[config.mk]
export PLATFORM = sky130hd
export DESIGN_NAME = axi_bus_arbiter
export DESIGN_NICKNAME = d
export VERILOG_FILES = /design/src/rtl/axi_bus_arbiter.sv
export SDC_FILE = /design/constraint.sdc
export NUM_CORES = 1
export LEC_CHECK = 0
export CORE_AREA = 8 8 162 164
export DETAILED_ROUTE_END_ITERATION = 7
export DIE_AREA = 0 0 170 172
export DONT_BUFFER_PORTS = 1
export GPL_TIMING_DRIVEN = 0
export PLACE_DENSITY = 0.36
export SETUP_SLACK_MARGIN = 0.05
export SYNTH_ARGS = -nofsm -noshare
export SYNTH_HDL_FRONTEND = slang
export SYNTH_SLANG_ARGS = --single-unit
[constraint.sdc]
create_clock -name clk -period 4.9 [get_ports clk]
set_input_delay 0.245 -clock clk [delete_from_list [all_inputs] [get_ports clk]]
set_output_delay 0.245 -clock clk [all_outputs]
set_load 0.02 [all_outputs]
[src/rtl/axi_bus_arbiter.sv]
// Shares one AXI4 master port between NUM_REQUESTERS masters; read and write channels arbitrate independently, round-robin.
// Latency: address channel is registered (arvalid in cycle N -> m_arvalid in N+1); data and response channels pass through combinationally.
// Backpressure: a grant is held for a whole burst, one burst in flight per channel; losers keep valid high and wait; ready/valid go only to the granted requester.
module axi_bus_arbiter #(
  parameter int NUM_REQUESTERS = 2,
  parameter int ADDR_WIDTH     = 32,
  parameter int DATA_WIDTH     = 32
) (
  input  logic                                 clk,
  input  logic                                 reset,
  // requester-side read channels
  input  logic [NUM_REQUESTERS-1:0]            req_arvalid,
  output logic [NUM_REQUESTERS-1:0]            req_arready,
  input  logic [NUM_REQUESTERS*ADDR_WIDTH-1:0] req_araddr,
  input  logic [NUM_REQUESTERS*8-1:0]          req_arlen,
  output logic [NUM_REQUESTERS-1:0]            req_rvalid,
  input  logic [NUM_REQUESTERS-1:0]            req_rready,
  output logic [DATA_WIDTH-1:0]                req_rdata,
  output logic                                 req_rlast,
  // requester-side write channels
  input  logic [NUM_REQUESTERS-1:0]            req_awvalid,
  output logic [NUM_REQUESTERS-1:0]            req_awready,
  input  logic [NUM_REQUESTERS*ADDR_WIDTH-1:0] req_awaddr,
  input  logic [NUM_REQUESTERS*8-1:0]          req_awlen,
  input  logic [NUM_REQUESTERS-1:0]            req_wvalid,
  output logic [NUM_REQUESTERS-1:0]            req_wready,
  input  logic [NUM_REQUESTERS*DATA_WIDTH-1:0] req_wdata,
  input  logic [NUM_REQUESTERS-1:0]            req_wlast,
  output logic [NUM_REQUESTERS-1:0]            req_bvalid,
  input  logic [NUM_REQUESTERS-1:0]            req_bready,
  // memory-side read channels
  output logic                                 m_arvalid,
  output logic [ADDR_WIDTH-1:0]                m_araddr,
  output logic [7:0]                           m_arlen,
  input  logic                                 s_arready,
  input  logic                                 s_rvalid,
  input  logic [DATA_WIDTH-1:0]                s_rdata,
  input  logic                                 s_rlast,
  output logic                                 m_rready,
  // memory-side write channels
  output logic                                 m_awvalid,
  output logic [ADDR_WIDTH-1:0]                m_awaddr,
  output logic [7:0]                           m_awlen,
  input  logic                                 s_awready,
  output logic                                 m_wvalid,
  output logic [DATA_WIDTH-1:0]                m_wdata,
  output logic                                 m_wlast,
  input  logic                                 s_wready,
  input  logic                                 s_bvalid,
  output logic                                 m_bready
);

  localparam int GW = $clog2(NUM_REQUESTERS);
  localparam logic [GW-1:0] LAST_IDX = GW'(NUM_REQUESTERS - 1);

  typedef enum logic [1:0] {R_IDLE, R_ADDR, R_DATA} rd_state_t;
  typedef enum logic [1:0] {W_IDLE, W_ADDR, W_DATA, W_RESP} wr_state_t;

  rd_state_t     rd_state;
  wr_state_t     wr_state;
  logic [GW-1:0] rd_ptr, rd_grant, rd_sel;
  logic [GW-1:0] wr_ptr, wr_grant, wr_sel;
  logic          rd_any, wr_any;

  // Read round-robin: scan from rd_ptr+1 with wrap, first requester with arvalid wins
  always_comb begin
    logic [GW-1:0] idx;
    rd_sel = '0;
    rd_any = 1'b0;
    idx    = rd_ptr;
    for (int k = 0; k < NUM_REQUESTERS; k++) begin
      idx = (idx == LAST_IDX) ? '0 : idx + GW'(1);
      if (!rd_any && req_arvalid[idx]) begin
        rd_sel = idx;
        rd_any = 1'b1;
      end
    end
  end

  // Write round-robin: same scan as the read side, using wr_ptr and awvalid
  always_comb begin
    logic [GW-1:0] idx;
    wr_sel = '0;
    wr_any = 1'b0;
    idx    = wr_ptr;
    for (int k = 0; k < NUM_REQUESTERS; k++) begin
      idx = (idx == LAST_IDX) ? '0 : idx + GW'(1);
      if (!wr_any && req_awvalid[idx]) begin
        wr_sel = idx;
        wr_any = 1'b1;
      end
    end
  end

  // Read steering: arready only at grant time in idle, read beats routed to the granted requester
  always_comb begin
    req_arready = '0;
    req_rvalid  = '0;
    for (int i = 0; i < NUM_REQUESTERS; i++) begin
      req_arready[i] = (rd_state == R_IDLE) && rd_any && (rd_sel == GW'(i));
      req_rvalid[i]  = (rd_state == R_DATA) && s_rvalid && (rd_grant == GW'(i));
    end
    m_rready = (rd_state == R_DATA) && req_rready[rd_grant];
  end

  assign req_rdata = s_rdata;
  assign req_rlast = s_rlast;

  // Write steering: W beats from the granted requester only, B response back to it only
  always_comb begin
    req_awready = '0;
    req_wready  = '0;
    req_bvalid  = '0;
    for (int i = 0; i < NUM_REQUESTERS; i++) begin
      req_awready[i] = (wr_state == W_IDLE) && wr_any && (wr_sel == GW'(i));
      req_wready[i]  = (wr_state == W_DATA) && s_wready && (wr_grant == GW'(i));
      req_bvalid[i]  = (wr_state == W_RESP) && s_bvalid && (wr_grant == GW'(i));
    end
    m_wvalid = (wr_state == W_DATA) && req_wvalid[wr_grant];
    m_wlast  = (wr_state == W_DATA) && req_wlast[wr_grant];
    m_wdata  = req_wdata[int'(wr_grant)*DATA_WIDTH +: DATA_WIDTH];
    m_bready = (wr_state == W_RESP) && req_bready[wr_grant];
  end

  // Read FSM: grant and latch address in idle, present it until accepted, hold grant until rlast
  always_ff @(posedge clk or posedge reset) begin
    if (reset) begin
      rd_state  <= R_IDLE;
      rd_ptr    <= LAST_IDX;
      rd_grant  <= '0;
      m_arvalid <= 1'b0;
      m_araddr  <= '0;
      m_arlen   <= '0;
    end else begin
      case (rd_state)
        R_IDLE: if (rd_any) begin
          m_araddr  <= req_araddr[int'(rd_sel)*ADDR_WIDTH +: ADDR_WIDTH];
          m_arlen   <= req_arlen[int'(rd_sel)*8 +: 8];
          rd_grant  <= rd_sel;
          rd_ptr    <= rd_sel;
          m_arvalid <= 1'b1;
          rd_state  <= R_ADDR;
        end
        R_ADDR: if (s_arready) begin
          m_arvalid <= 1'b0;
          rd_state  <= R_DATA;
        end
        R_DATA: if (s_rvalid && m_rready && s_rlast) rd_state <= R_IDLE;
        default: rd_state <= R_IDLE;
      endcase
    end
  end

  // Write FSM: grant and latch address in idle, present it, pass data through wlast, then wait for B
  always_ff @(posedge clk or posedge reset) begin
    if (reset) begin
      wr_state  <= W_IDLE;
      wr_ptr    <= LAST_IDX;
      wr_grant  <= '0;
      m_awvalid <= 1'b0;
      m_awaddr  <= '0;
      m_awlen   <= '0;
    end else begin
      case (wr_state)
        W_IDLE: if (wr_any) begin
          m_awaddr  <= req_awaddr[int'(wr_sel)*ADDR_WIDTH +: ADDR_WIDTH];
          m_awlen   <= req_awlen[int'(wr_sel)*8 +: 8];
          wr_grant  <= wr_sel;
          wr_ptr    <= wr_sel;
          m_awvalid <= 1'b1;
          wr_state  <= W_ADDR;
        end
        W_ADDR: if (s_awready) begin
          m_awvalid <= 1'b0;
          wr_state  <= W_DATA;
        end
        W_DATA: if (m_wvalid && s_wready && m_wlast) wr_state <= W_RESP;
        W_RESP: if (s_bvalid && m_bready) wr_state <= W_IDLE;
        default: wr_state <= W_IDLE;
      endcase
    end
  end

endmodule

==> reports/qor.yml <==
global_routing:
  grt_pass1_vias: 4263
  overflow: 0
  grt_antenna_before_repair: 1
  grt_pass1_wl_mm: 29.5
  grtUsageTotal_pct: 13.9
  grt_max_degree: 47
logic_synthesis:
  yosys_warnings: 0
  avgSynthCellArea_um2: 11.4
  syn_nets: 685
  synthCells: 404
  ys_ff_latch: 90
  ys_seq_area_share_pct: 49.1
  synth.distinct_cells: 30
  synth_area_mm2: 0.00459
sta:
  max_slew_margin_pct: 43.6
  tightest_slew_ns: 0.845
  min_period_ns: 2.64
  clock_skew_ns: 0.0113
  slew_viol_final: 0
  period_share_pct: 53.9
  fmax_mhz: 378
  rsz0062_at_grt: "no"
  hold_viol_final: 0
  fin_tns_setup_ns: 0
  setup_viol: 0
cells_and_area:
  layout_commonest_cell: "dfrtp_1"
  layout.nets: 734
  fin_cells: 783
  layout_common_cells: "88 x dfrtp_1, 45 x inv_1, 44 x a21o_1"
  area_growth_pct: 24.3
  layout-drive-gt1-share_pct: 21.4
hold_path:
  hold_depth: 1
  worstHoldPathType: "in -> reg"
  worstHoldStart: "req_araddr[22]"
  hold_end: "m_araddr[22]"
worst_setup_path:
  r2r-end: "m_awaddr[2]"
  end_kind: "output pin"
  worstSetupStartpointType: "register"
  crit_fanout: 10
  reg2reg_slack_ns: 2.45
  arrival_ns: 2.40
  reg2reg_from: "wr_state[0]"
  cp.required_ns: 4.66
  r2r_cells: 7
  crit_type: "reg -> out"
detailed_routing:
  vias: 3755
  drc: 0
  post_drt_wl_per_cell_um: 27.9
  drtAntennaViolNets: 0
  via_per_inst: 4.80
  wl_mm: 21.9
  firstDrtPassIters: 8
  dr.first_iter.drc_count: 378
place:
  portBuffers: 0
  dp.cells: 729
  gp_congestion: 0.967
  dp_hpwl_mm: 18.2
die:
  initial_utilization_pct: 19.3
  die_h_um: 172
  core_mm2: 0.0238
  top_level_ports: 437
  die_w_um: 170
  die_area_mm2: 0.0292
  num_rows: 57
clock_tree:
  worstSkewPairLatency_ns: 0.34
  clock_sinks: 90
  root_buffer: "clkbuf_16"
  cts_tree: "yes"
  hold_buffers: 37
  cts-resized-gates: 0
  path_clk_slew_ns: 0.06
  cts_inserted_buffers: 9
  cts_setup_buffers: 0
  h-tree-depth: 3
  cts-root-to-sink-buffers: 2
power_and_ir_drop:
  vdd_drop_max_mv: 0.280
  powerDensity_mw_per_mm2: 726
  leakagePower_uw: 0.00289
status:
  status: "finished clean"
flow_run:
  drv_cap: 0
==> through the flow <==
| step | area (um^2) | utilization [%] | hold slack, ns | total power [uW] | setup slack, ns |
|---|---|---|---|---|---|
| after floorplan | 4590 | - | 0.352 | 2940 | 2.32 |
| after global placement | 4990 | 21.0 | 0.362 | 3390 | 1.14 |
| after detailed placement | 5020 | 21.1 | 0.239 | 3430 | 2.41 |
| after CTS | 5700 | 23.9 | 0.000786 | 4210 | 2.18 |
| after global routing | 5700 | 23.9 | 0.00191 | 4410 | 2.01 |
| final | 5700 | 23.9 | 0.0234 | 4140 | 2.26 |
==> worst max-delay path by stage <==
stage / start / cells after the start / end
floorplan: reset / 1 / m_araddr[0]
global placement: reset / 1 / m_awaddr[9]
detailed placement: wr_state[0] / 7 / m_awaddr[31]
CTS: wr_state[0] / 5 / req_awready[1]
global route: wr_state[0] / 5 / req_awready[1]
finish: wr_state[0] / 5 / req_awready[1]
==> worst max-delay path: stages, from the launching register on <==
cell and delay, ns:
dfrtp_1 0.41, inv_1 0.12, ha_1 0.25, nand2_1 0.07
a21oi_1 0.50, clkbuf_1 0.70
==> sequential cells by signal (all words and copies together), names as in the netlist, 2 cells and up <==
register,cells
rd_state,2
m_araddr,32
m_awlen,8
m_arlen,8
wr_state,2
m_awaddr,32
==> logic make-up (layout without fill, tap and decap cells) <==
group | Yosys count | in the layout | synth area share, %
compound gates | 136 | 136 | 25.3
buf+inv | 108 | 162 | 11.9
flops | 90 | 90 | 49.1
mux | 37 | 37 | 9.00
simple gates | 28 | 28 | 3.35
fa+ha+maj | 5 | 5 | 1.36
other cells | 0 | 1 | 0
==> power by group <==
part / switching, uW / total [uW] / internal, uW
registers: 729 / 1840 / 1110
logic: 907 / 1580 / 677
clock network: 303 / 715 / 413
==> area by class of cell <==
| type | count | area (um^2) |
|---|---|---|
| inverter | 46 | 175 |
| clock inverter | 5 | 63.8 |
| tap | 324 | 405 |
| buffer | 62 | 372 |
| sequential | 90 | 2250 |
| antenna | 1 | 2.50 |
| fill | 2574 | 18100 |
| multi-input combinational | 206 | 1790 |
| timing repair buffer | 38 | 398 |
| clock buffer | 11 | 243 |
==> Yosys cell counts (all sizes together) <==
master    n  area share, %
buf      45            6.7
nand2b    3           0.41
nor2b     3           0.41
nor2      5           0.41
a21o     44            7.2
nor3b     1           0.16
o21ai     4           0.44
dfrtp    88             48
a221oi    1           0.33
a2bb2oi   1           0.19
a22o     40            7.6
o22a      1           0.19
nand4bb   1           0.25
nand3b    1           0.16
and3      4           0.55
inv      46            3.8
nand2     8           0.65
clkbuf   17            1.4
ha        5            1.4
a222oi   40            8.7
and2      1           0.14
a21oi     4           0.44
mux2     34            8.3
dfstp     2            1.1
and4b     1           0.22
mux2i     3           0.65
o31ai     1           0.16
==> per-layer routing <==
layer | share of wire (%) | up-vias | GRT usage (%)
li1 | - | 1562 | -
met1 | 38 | 1870 | 15.6
met2 | 48 | 307 | 23.5
met3 | 12 | 16 | 5.82
met4 | 1.6 | 0 | 4.73
met5 | 0 | - | 0
No activity file was read; power rests on OpenSTA's default activity.
